## src/rtl/sensor_interface_array.sv

```systemverilog
// Multi-lane vehicle/pedestrian sensor front end: synchronise, debounce, count arrivals, latch ped requests.
// Optional stuck-sensor detection is built when STUCK_DETECT_EN is defined.
module sensor_interface_array #(
  parameter int N_VEH        = 4,
  parameter int N_PED        = 2,
  parameter int DEB_CYCLES   = 8,
  parameter int CNT_W        = 8,
  parameter int STUCK_CYCLES = 1000
) (
  input  logic                     clk,
  input  logic                     reset_n,
  input  logic [N_VEH-1:0]         i_vehicle_sensor,
  input  logic [N_PED-1:0]         i_ped_sensor,
  input  logic [N_PED-1:0]         i_ped_clear,
  input  logic                     i_count_clear,
  output logic [N_VEH-1:0]         o_vehicle_detected,
  output logic [N_VEH-1:0]         o_vehicle_arrival,
  output logic [N_VEH*CNT_W-1:0]   o_vehicle_count,
  output logic [N_PED-1:0]         o_ped_detected,
  output logic [N_PED-1:0]         o_ped_request,
  output logic                     o_any_vehicle,
  output logic                     o_any_ped_request,
  output logic [N_VEH-1:0]         o_sensor_fault
);

  localparam int N_CH = N_VEH + N_PED;
  localparam int DW   = (DEB_CYCLES > 1) ? $clog2(DEB_CYCLES) : 1;
  localparam logic [DW-1:0] DEB_LAST = DW'(DEB_CYCLES - 1);

  if (N_VEH < 1 || N_PED < 1 || DEB_CYCLES < 1 || CNT_W < 1 || STUCK_CYCLES < 1) begin : g_bad_params
    $error("sensor_interface_array: invalid parameter value");
  end

  // Vehicle lanes occupy the low channel indices, pedestrian buttons the high ones.
  logic [N_CH-1:0]          w_raw;
  logic [N_CH-1:0]          r_sync1;
  logic [N_CH-1:0]          r_sync2;
  logic [N_CH-1:0]          r_state;
  logic [N_CH-1:0][DW-1:0]  r_deb_cnt;
  logic [N_CH-1:0]          w_flip;
  logic [N_VEH-1:0]         w_veh_rise;
  logic [N_PED-1:0]         w_ped_rise;

  assign w_raw = {i_ped_sensor, i_vehicle_sensor};

  always_comb begin
    w_flip = '0;
    for (int ch = 0; ch < N_CH; ch++) begin
      w_flip[ch] = (r_sync2[ch] != r_state[ch]) && (r_deb_cnt[ch] == DEB_LAST);
    end
  end

  assign w_veh_rise = w_flip[N_VEH-1:0] & ~r_state[N_VEH-1:0];
  assign w_ped_rise = w_flip[N_CH-1:N_VEH] & ~r_state[N_CH-1:N_VEH];

  always_ff @(posedge clk or negedge reset_n) begin
    if (!reset_n) begin
      r_sync1   <= '0;
      r_sync2   <= '0;
      r_state   <= '0;
      r_deb_cnt <= '0;
    end else begin
      r_sync1 <= w_raw;
      r_sync2 <= r_sync1;
      r_state <= r_state ^ w_flip;
      for (int ch = 0; ch < N_CH; ch++) begin
        if ((r_sync2[ch] == r_state[ch]) || w_flip[ch]) begin
          r_deb_cnt[ch] <= '0;
        end else begin
          r_deb_cnt[ch] <= r_deb_cnt[ch] + DW'(1);
        end
      end
    end
  end

  logic [N_VEH-1:0]             r_arrival;
  logic [N_VEH-1:0][CNT_W-1:0]  r_count;
  logic [N_PED-1:0]             r_request;

  // A clear coinciding with an arrival keeps that arrival, so the lane restarts at 1.
  always_ff @(posedge clk or negedge reset_n) begin
    if (!reset_n) begin
      r_arrival <= '0;
      r_count   <= '0;
      r_request <= '0;
    end else begin
      r_arrival <= w_veh_rise;
      r_request <= w_ped_rise | (r_request & ~i_ped_clear);
      for (int i = 0; i < N_VEH; i++) begin
        if (i_count_clear) begin
          r_count[i] <= CNT_W'(w_veh_rise[i]);
        end else if (w_veh_rise[i] && (r_count[i] != '1)) begin
          r_count[i] <= r_count[i] + CNT_W'(1);
        end
      end
    end
  end

`ifdef STUCK_DETECT_EN
  localparam int SW = $clog2(STUCK_CYCLES + 1);
  localparam logic [SW-1:0] STUCK_MAX = SW'(STUCK_CYCLES);

  logic [N_VEH-1:0]           w_veh_fall;
  logic [N_VEH-1:0][SW-1:0]   r_stuck_cnt;
  logic [N_VEH-1:0]           r_fault;

  assign w_veh_fall = w_flip[N_VEH-1:0] & r_state[N_VEH-1:0];

  // The fault drops on the same edge the debounced level falls, not one cycle later.
  always_ff @(posedge clk or negedge reset_n) begin
    if (!reset_n) begin
      r_stuck_cnt <= '0;
      r_fault     <= '0;
    end else begin
      for (int i = 0; i < N_VEH; i++) begin
        if (!r_state[i] || w_veh_fall[i]) begin
          r_stuck_cnt[i] <= '0;
          r_fault[i]     <= 1'b0;
        end else begin
          if (r_stuck_cnt[i] != STUCK_MAX) begin
            r_stuck_cnt[i] <= r_stuck_cnt[i] + SW'(1);
          end
          if (r_stuck_cnt[i] == STUCK_MAX - SW'(1)) begin
            r_fault[i] <= 1'b1;
          end
        end
      end
    end
  end

  assign o_sensor_fault = r_fault;
`else
  assign o_sensor_fault = '0;
`endif

  assign o_vehicle_detected = r_state[N_VEH-1:0];
  assign o_ped_detected     = r_state[N_CH-1:N_VEH];
  assign o_vehicle_arrival  = r_arrival;
  assign o_vehicle_count    = r_count;
  assign o_ped_request      = r_request;
  assign o_any_vehicle      = |r_state[N_VEH-1:0];
  assign o_any_ped_request  = |r_request;

endmodule

```

## config.mk

```make
export PLATFORM = sky130hd
export DESIGN_NAME = sensor_interface_array
export DESIGN_NICKNAME = d
export VERILOG_FILES = /design/src/rtl/sensor_interface_array.sv
export SDC_FILE = /design/constraint.sdc
export NUM_CORES = 1
export LEC_CHECK = 0
export BUFFER_PORTS_ARGS = -buffer_cell sky130_fd_sc_hd__buf_2
export CORE_MARGIN = 2
export CORE_UTILIZATION = 37
export DETAILED_ROUTE_END_ITERATION = 6
export PLACE_DENSITY = 0.69
export RECOVER_POWER = 100
export SLEW_MARGIN = 30
export SYNTH_ARGS = -nofsm -noshare
export SYNTH_HDL_FRONTEND = slang
export SYNTH_SLANG_ARGS = --single-unit
```

## constraint.sdc

```tcl
create_clock -name clk -period 5 [get_ports clk]
set_input_delay 1 -clock clk [delete_from_list [all_inputs] [get_ports clk]]
set_output_delay 1 -clock clk [all_outputs]
set_load 0.01 [all_outputs]
```

==> impl_results.html <==
<table>
<tr><th>Metric</th><th>Value</th></tr>
<tr><th colspan="2">Synth</th></tr>
<tr><td>Number of synthesized flops with an enable pin</td><td>0</td></tr>
<tr><td>Post-synth top flop</td><td>dfrtp_1</td></tr>
<tr><td>Part of the Yosys area used for sequential elements</td><td>55.83%</td></tr>
<tr><td>Post-synthesis cell count</td><td>282</td></tr>
<tr><td>Yosys cell types</td><td>43</td></tr>
<tr><td>Area of the mapped netlist</td><td>3317 sq um</td></tr>
<tr><td>FF+latch count, synth</td><td>74</td></tr>
<tr><td>Main area contributors after synthesis</td><td>dfrtp_1 56%, ha_1 6.0%, xor2_1 4.0%</td></tr>
<tr><td>Synth top area share</td><td>55.83%</td></tr>
<tr><td>Mean instance size in the synthesized netlist</td><td>11.76 sq um</td></tr>
<tr><td>Yosys warning total</td><td>0</td></tr>
<tr><td>FFs w/ async S/R, synth</td><td>100.0%</td></tr>
<tr><td>Post-synth top area cell</td><td>dfrtp_1</td></tr>
<tr><td>Most common cell in the synthesized netlist</td><td>dfrtp_1</td></tr>
<tr><td>Top post-synthesis cells by count</td><td>74 x dfrtp_1, 29 x nor2_1, 16 x ha_1</td></tr>
<tr><th colspan="2">Pwr</th></tr>
<tr><td>Standby leakage power</td><td>1.773 nW</td></tr>
<tr><td>Worst vdd rail ir drop</td><td>0.0002660 V</td></tr>
<tr><td>Power density normalized to cell area</td><td>384.1 nW/um^2</td></tr>
<tr><td>Total power of the final layout</td><td>1.467 mW</td></tr>
<tr><th colspan="2">Timing</th></tr>
<tr><td>Worst hold margin</td><td>0.3495 ns</td></tr>
<tr><td>Achievable Freq</td><td>0.4126 GHz</td></tr>
<tr><td>Worst Max-Slew Pin Slew</td><td>0.6582 ns</td></tr>
<tr><td>Clock period minus final worst setup slack</td><td>2.424 ns</td></tr>
<tr><td>Relative slew margins</td><td>56.12%</td></tr>
<tr><td>Count of pins over their slew limit</td><td>0</td></tr>
<tr><td>RSZ-0062 raised after global routing</td><td>false</td></tr>
<tr><td>Clock Skew</td><td>0.009020 ns</td></tr>
<tr><td>Setup TNS Final</td><td>0 ns</td></tr>
<tr><td>Final-report hold violation count</td><td>0</td></tr>
<tr><td>Tcrit/Tclk final</td><td>48.47%</td></tr>
<tr><td>Total of endpoints with negative setup slack in the final report</td><td>0</td></tr>
<tr><th colspan="2">Worst setup path</th></tr>
<tr><td>Class of the most critical setup path</td><td>reg -&gt; out</td></tr>
<tr><td>Data arrival time of the critical path</td><td>1.42 ns</td></tr>
<tr><td>Worst-case register-to-register setup slack</td><td>2.74 ns</td></tr>
<tr><td>Maximum fanout encountered on the critical timing path</td><td>5</td></tr>
<tr><td>Kind of end point of the critical path</td><td>output port</td></tr>
<tr><td>R2r endpoint</td><td>o_vehicle_count[29]$_DFFE_PN0P_</td></tr>
<tr><td>Required @ worst endpoint</td><td>4.00 ns</td></tr>
<tr><td>Critical path launch point type</td><td>flip-flop</td></tr>
<tr><td>Source of the worst register-to-register timing path</td><td>r_deb_cnt[9]$_DFF_PN0_</td></tr>
<tr><td>Reg2reg path depth</td><td>7</td></tr>
<tr><th colspan="2">Global route</th></tr>
<tr><td>Largest net degree at the start of global routing</td><td>75</td></tr>
<tr><td>GRT Overall Usage</td><td>13.62%</td></tr>
<tr><td>Antenna violations before repair</td><td>0</td></tr>
<tr><td>GR Overflow Total</td><td>0</td></tr>
<tr><td>Via count of the first global-routing pass</td><td>2,227</td></tr>
<tr><td>Wire length of the first global-routing pass</td><td>10,580 um</td></tr>
<tr><th colspan="2">Min path</th></tr>
<tr><td>Instance count along the most critical hold path</td><td>0</td></tr>
<tr><td>Sink of the worst hold path</td><td>r_sync2[1]$_DFF_PN0_</td></tr>
<tr><td>Hold path start</td><td>r_sync1[1]$_DFF_PN0_</td></tr>
<tr><td>HP Class</td><td>reg -&gt; reg</td></tr>
<tr><th colspan="2">Die</th></tr>
<tr><td>Starting Density</td><td>38.03%</td></tr>
<tr><td>Placement Rows</td><td>34</td></tr>
<tr><td>Die height</td><td>98.68 um</td></tr>
<tr><td>Core region area</td><td>8721 sq um</td></tr>
<tr><td>Count of boundary I/O pins</td><td>61</td></tr>
<tr><td>Width of the chip</td><td>98.68 um</td></tr>
<tr><td>Die outline area</td><td>9738 sq um</td></tr>
<tr><th colspan="2">CTS</th></tr>
<tr><td>Clock slew seen by the registers of the worst setup and hold paths</td><td>0.08 ns</td></tr>
<tr><td>Sinks on Clock Net</td><td>74</td></tr>
<tr><td>H-tree depth reported by CTS</td><td>3</td></tr>
<tr><td>Worst-skew pair later-pin latency</td><td>0.34 ns</td></tr>
<tr><td>Quantity of gates resized following cts</td><td>0</td></tr>
<tr><td>Setup repair bufs after CTS</td><td>0</td></tr>
<tr><td>CTS hold repair buffers</td><td>0</td></tr>
<tr><td>CTS Root Cell</td><td>clkbuf_8</td></tr>
<tr><td>Clock tree from TritonCTS</td><td>built</td></tr>
<tr><td>Largest buffer count on any clock path</td><td>2</td></tr>
<tr><td>Total clock buffers created by CTS</td><td>9</td></tr>
<tr><th colspan="2">Placement</th></tr>
<tr><td>Input/output buffers</td><td>56</td></tr>
<tr><td>Cell total after placement</td><td>438</td></tr>
<tr><td>Global placer's final weighted congestion</td><td>0.7796</td></tr>
<tr><td>Post-placement cell area</td><td>3672 sq um</td></tr>
<tr><td>Post-DP HPWL</td><td>4164 um</td></tr>
<tr><th colspan="2">Route</th></tr>
<tr><td>Residual antenna-violating net count after detailed routing</td><td>0</td></tr>
<tr><td>DRC violation count after routing</td><td>0</td></tr>
<tr><td>Length of the first detailed-routing pass in iterations</td><td>4</td></tr>
<tr><td>Via count normalized by instance count</td><td>5.009</td></tr>
<tr><td>Drt total wl</td><td>6187 um</td></tr>
<tr><td>DRT iter0 DRCs</td><td>61</td></tr>
<tr><td>Routed vias</td><td>2,274</td></tr>
<tr><td>Average routed wire per standard cell</td><td>13.63 um</td></tr>
<tr><th colspan="2">Outcome</th></tr>
<tr><td>Run status</td><td>finished clean</td></tr>
<tr><th colspan="2">Final layout</th></tr>
<tr><td>Fraction of layout cells with a size suffix above 1</td><td>10.12%</td></tr>
<tr><td>Final #Nets</td><td>368</td></tr>
<tr><td>Post-route cell area</td><td>3819 sq um</td></tr>
<tr><td>Layout Cells excl Fill</td><td>454</td></tr>
<tr><td>N_diodes</td><td>0</td></tr>
<tr><td>P&amp;R area growth vs syn</td><td>15.13%</td></tr>
<tr><th colspan="2">Run</th></tr>
<tr><td>MaxCap Viol Count</td><td>0</td></tr>
</table>
layout make-up:
| type | count | area, sq um |
|---|---|---|
| fill | 830 | 4902 |
| sequential | 74 | 1852 |
| multi-input combinational | 192 | 1344 |
| timing repair buffer | 56 | 229.0 |
| clock buffer | 10 | 137.6 |
| tap | 108 | 135.1 |
| clock inverter | 6 | 90.09 |
| inverter | 8 | 31.28 |
cell families (layout without fill, tap and decap cells):
family,after synthesis,count (layout),synth area share [%]
muxes,11,11,3.470
adders and majority gates,16,16,6.035
buffers and inverters,19,80,3.282
DFF,74,74,55.83
other,1,4,0.1131
and+or+nand+nor,102,102,17.01
AOI/OAI and AO/OA,37,37,8.450
xor gates and xnor gates,22,22,5.809
worst max path at each step:
stage,start,to,slack [ns],cells after the start
floorplan,flip-flop,o_any_vehicle,2.99,1
global placement,flip-flop,o_any_vehicle,2.94,2
detailed placement,flip-flop,o_any_vehicle,2.94,2
CTS,flip-flop,o_any_vehicle,2.55,2
global route,flip-flop,o_any_vehicle,2.52,2
finish,flip-flop,o_any_vehicle,2.58,2
registers in the layout, summed over array words and instances (netlist names), named ones only:
signal and flops:
r_deb_cnt 18, o_vehicle_arrival 4, o_ped_request 2, r_sync1 6, o_vehicle_count 32, r_sync2 6
routing by layer:
metal / routed length, um / part of all wire [%] / up-vias / GRT usage [%]
met5: 0 / 0 / - / 0
met4: 29 / 0.47 / 0 / 3.688
met3: 371 / 6.0 / 2 / 5.887
met2: 2889 / 47 / 48 / 21.98
met1: 2896 / 47 / 1110 / 16.83
li1: - / - / 1114 / -
metrics by stage:
stage                     setup slack [ns]  utilization [%]
after floorplan                      2.990                -
after global placement               2.944            42.11
after detailed placement             2.937            42.11
after CTS                            2.548            44.72
after global routing                 2.520            43.79
final                                2.576            43.79
worst max-delay path, stage by stage (launching register included):
cell      delay (ns)
dfrtp_1         0.42
or4_1           0.52
clkbuf_1        0.14
power breakdown:
part	switching, mW	internal (mW)	total, mW
registers	0.0536	0.680	0.734
logic	0.113	0.100	0.214
clock network	0.224	0.295	0.519
total	0.391	1.08	1.47
cells in the final DEF (no fill, tap or decap), types with 5 or more instances in the layout:
cell | netlist | layout
and3_1 | 6 | 6
and2_0 | 0 | 10
o2111ai_1 | 5 | 5
clkbuf_1 | 2 | 46
buf_2 | 3 | 9
inv_1 | 7 | 7
clkbuf_8 | 1 | 10
o211ai_1 | 12 | 12
dfrtp_1 | 74 | 74
xnor2_1 | 7 | 7
nand3b_1 | 4 | 5
nand4_1 | 6 | 6
and2_1 | 15 | 5
nand3_1 | 9 | 9
xor2_1 | 15 | 15
nand2_1 | 10 | 10
o21ai_0 | 4 | 7
ha_1 | 16 | 16
nor2_1 | 29 | 29
mux2i_1 | 7 | 7
nor3_1 | 9 | 9
(Power assumes the default switching activity.)
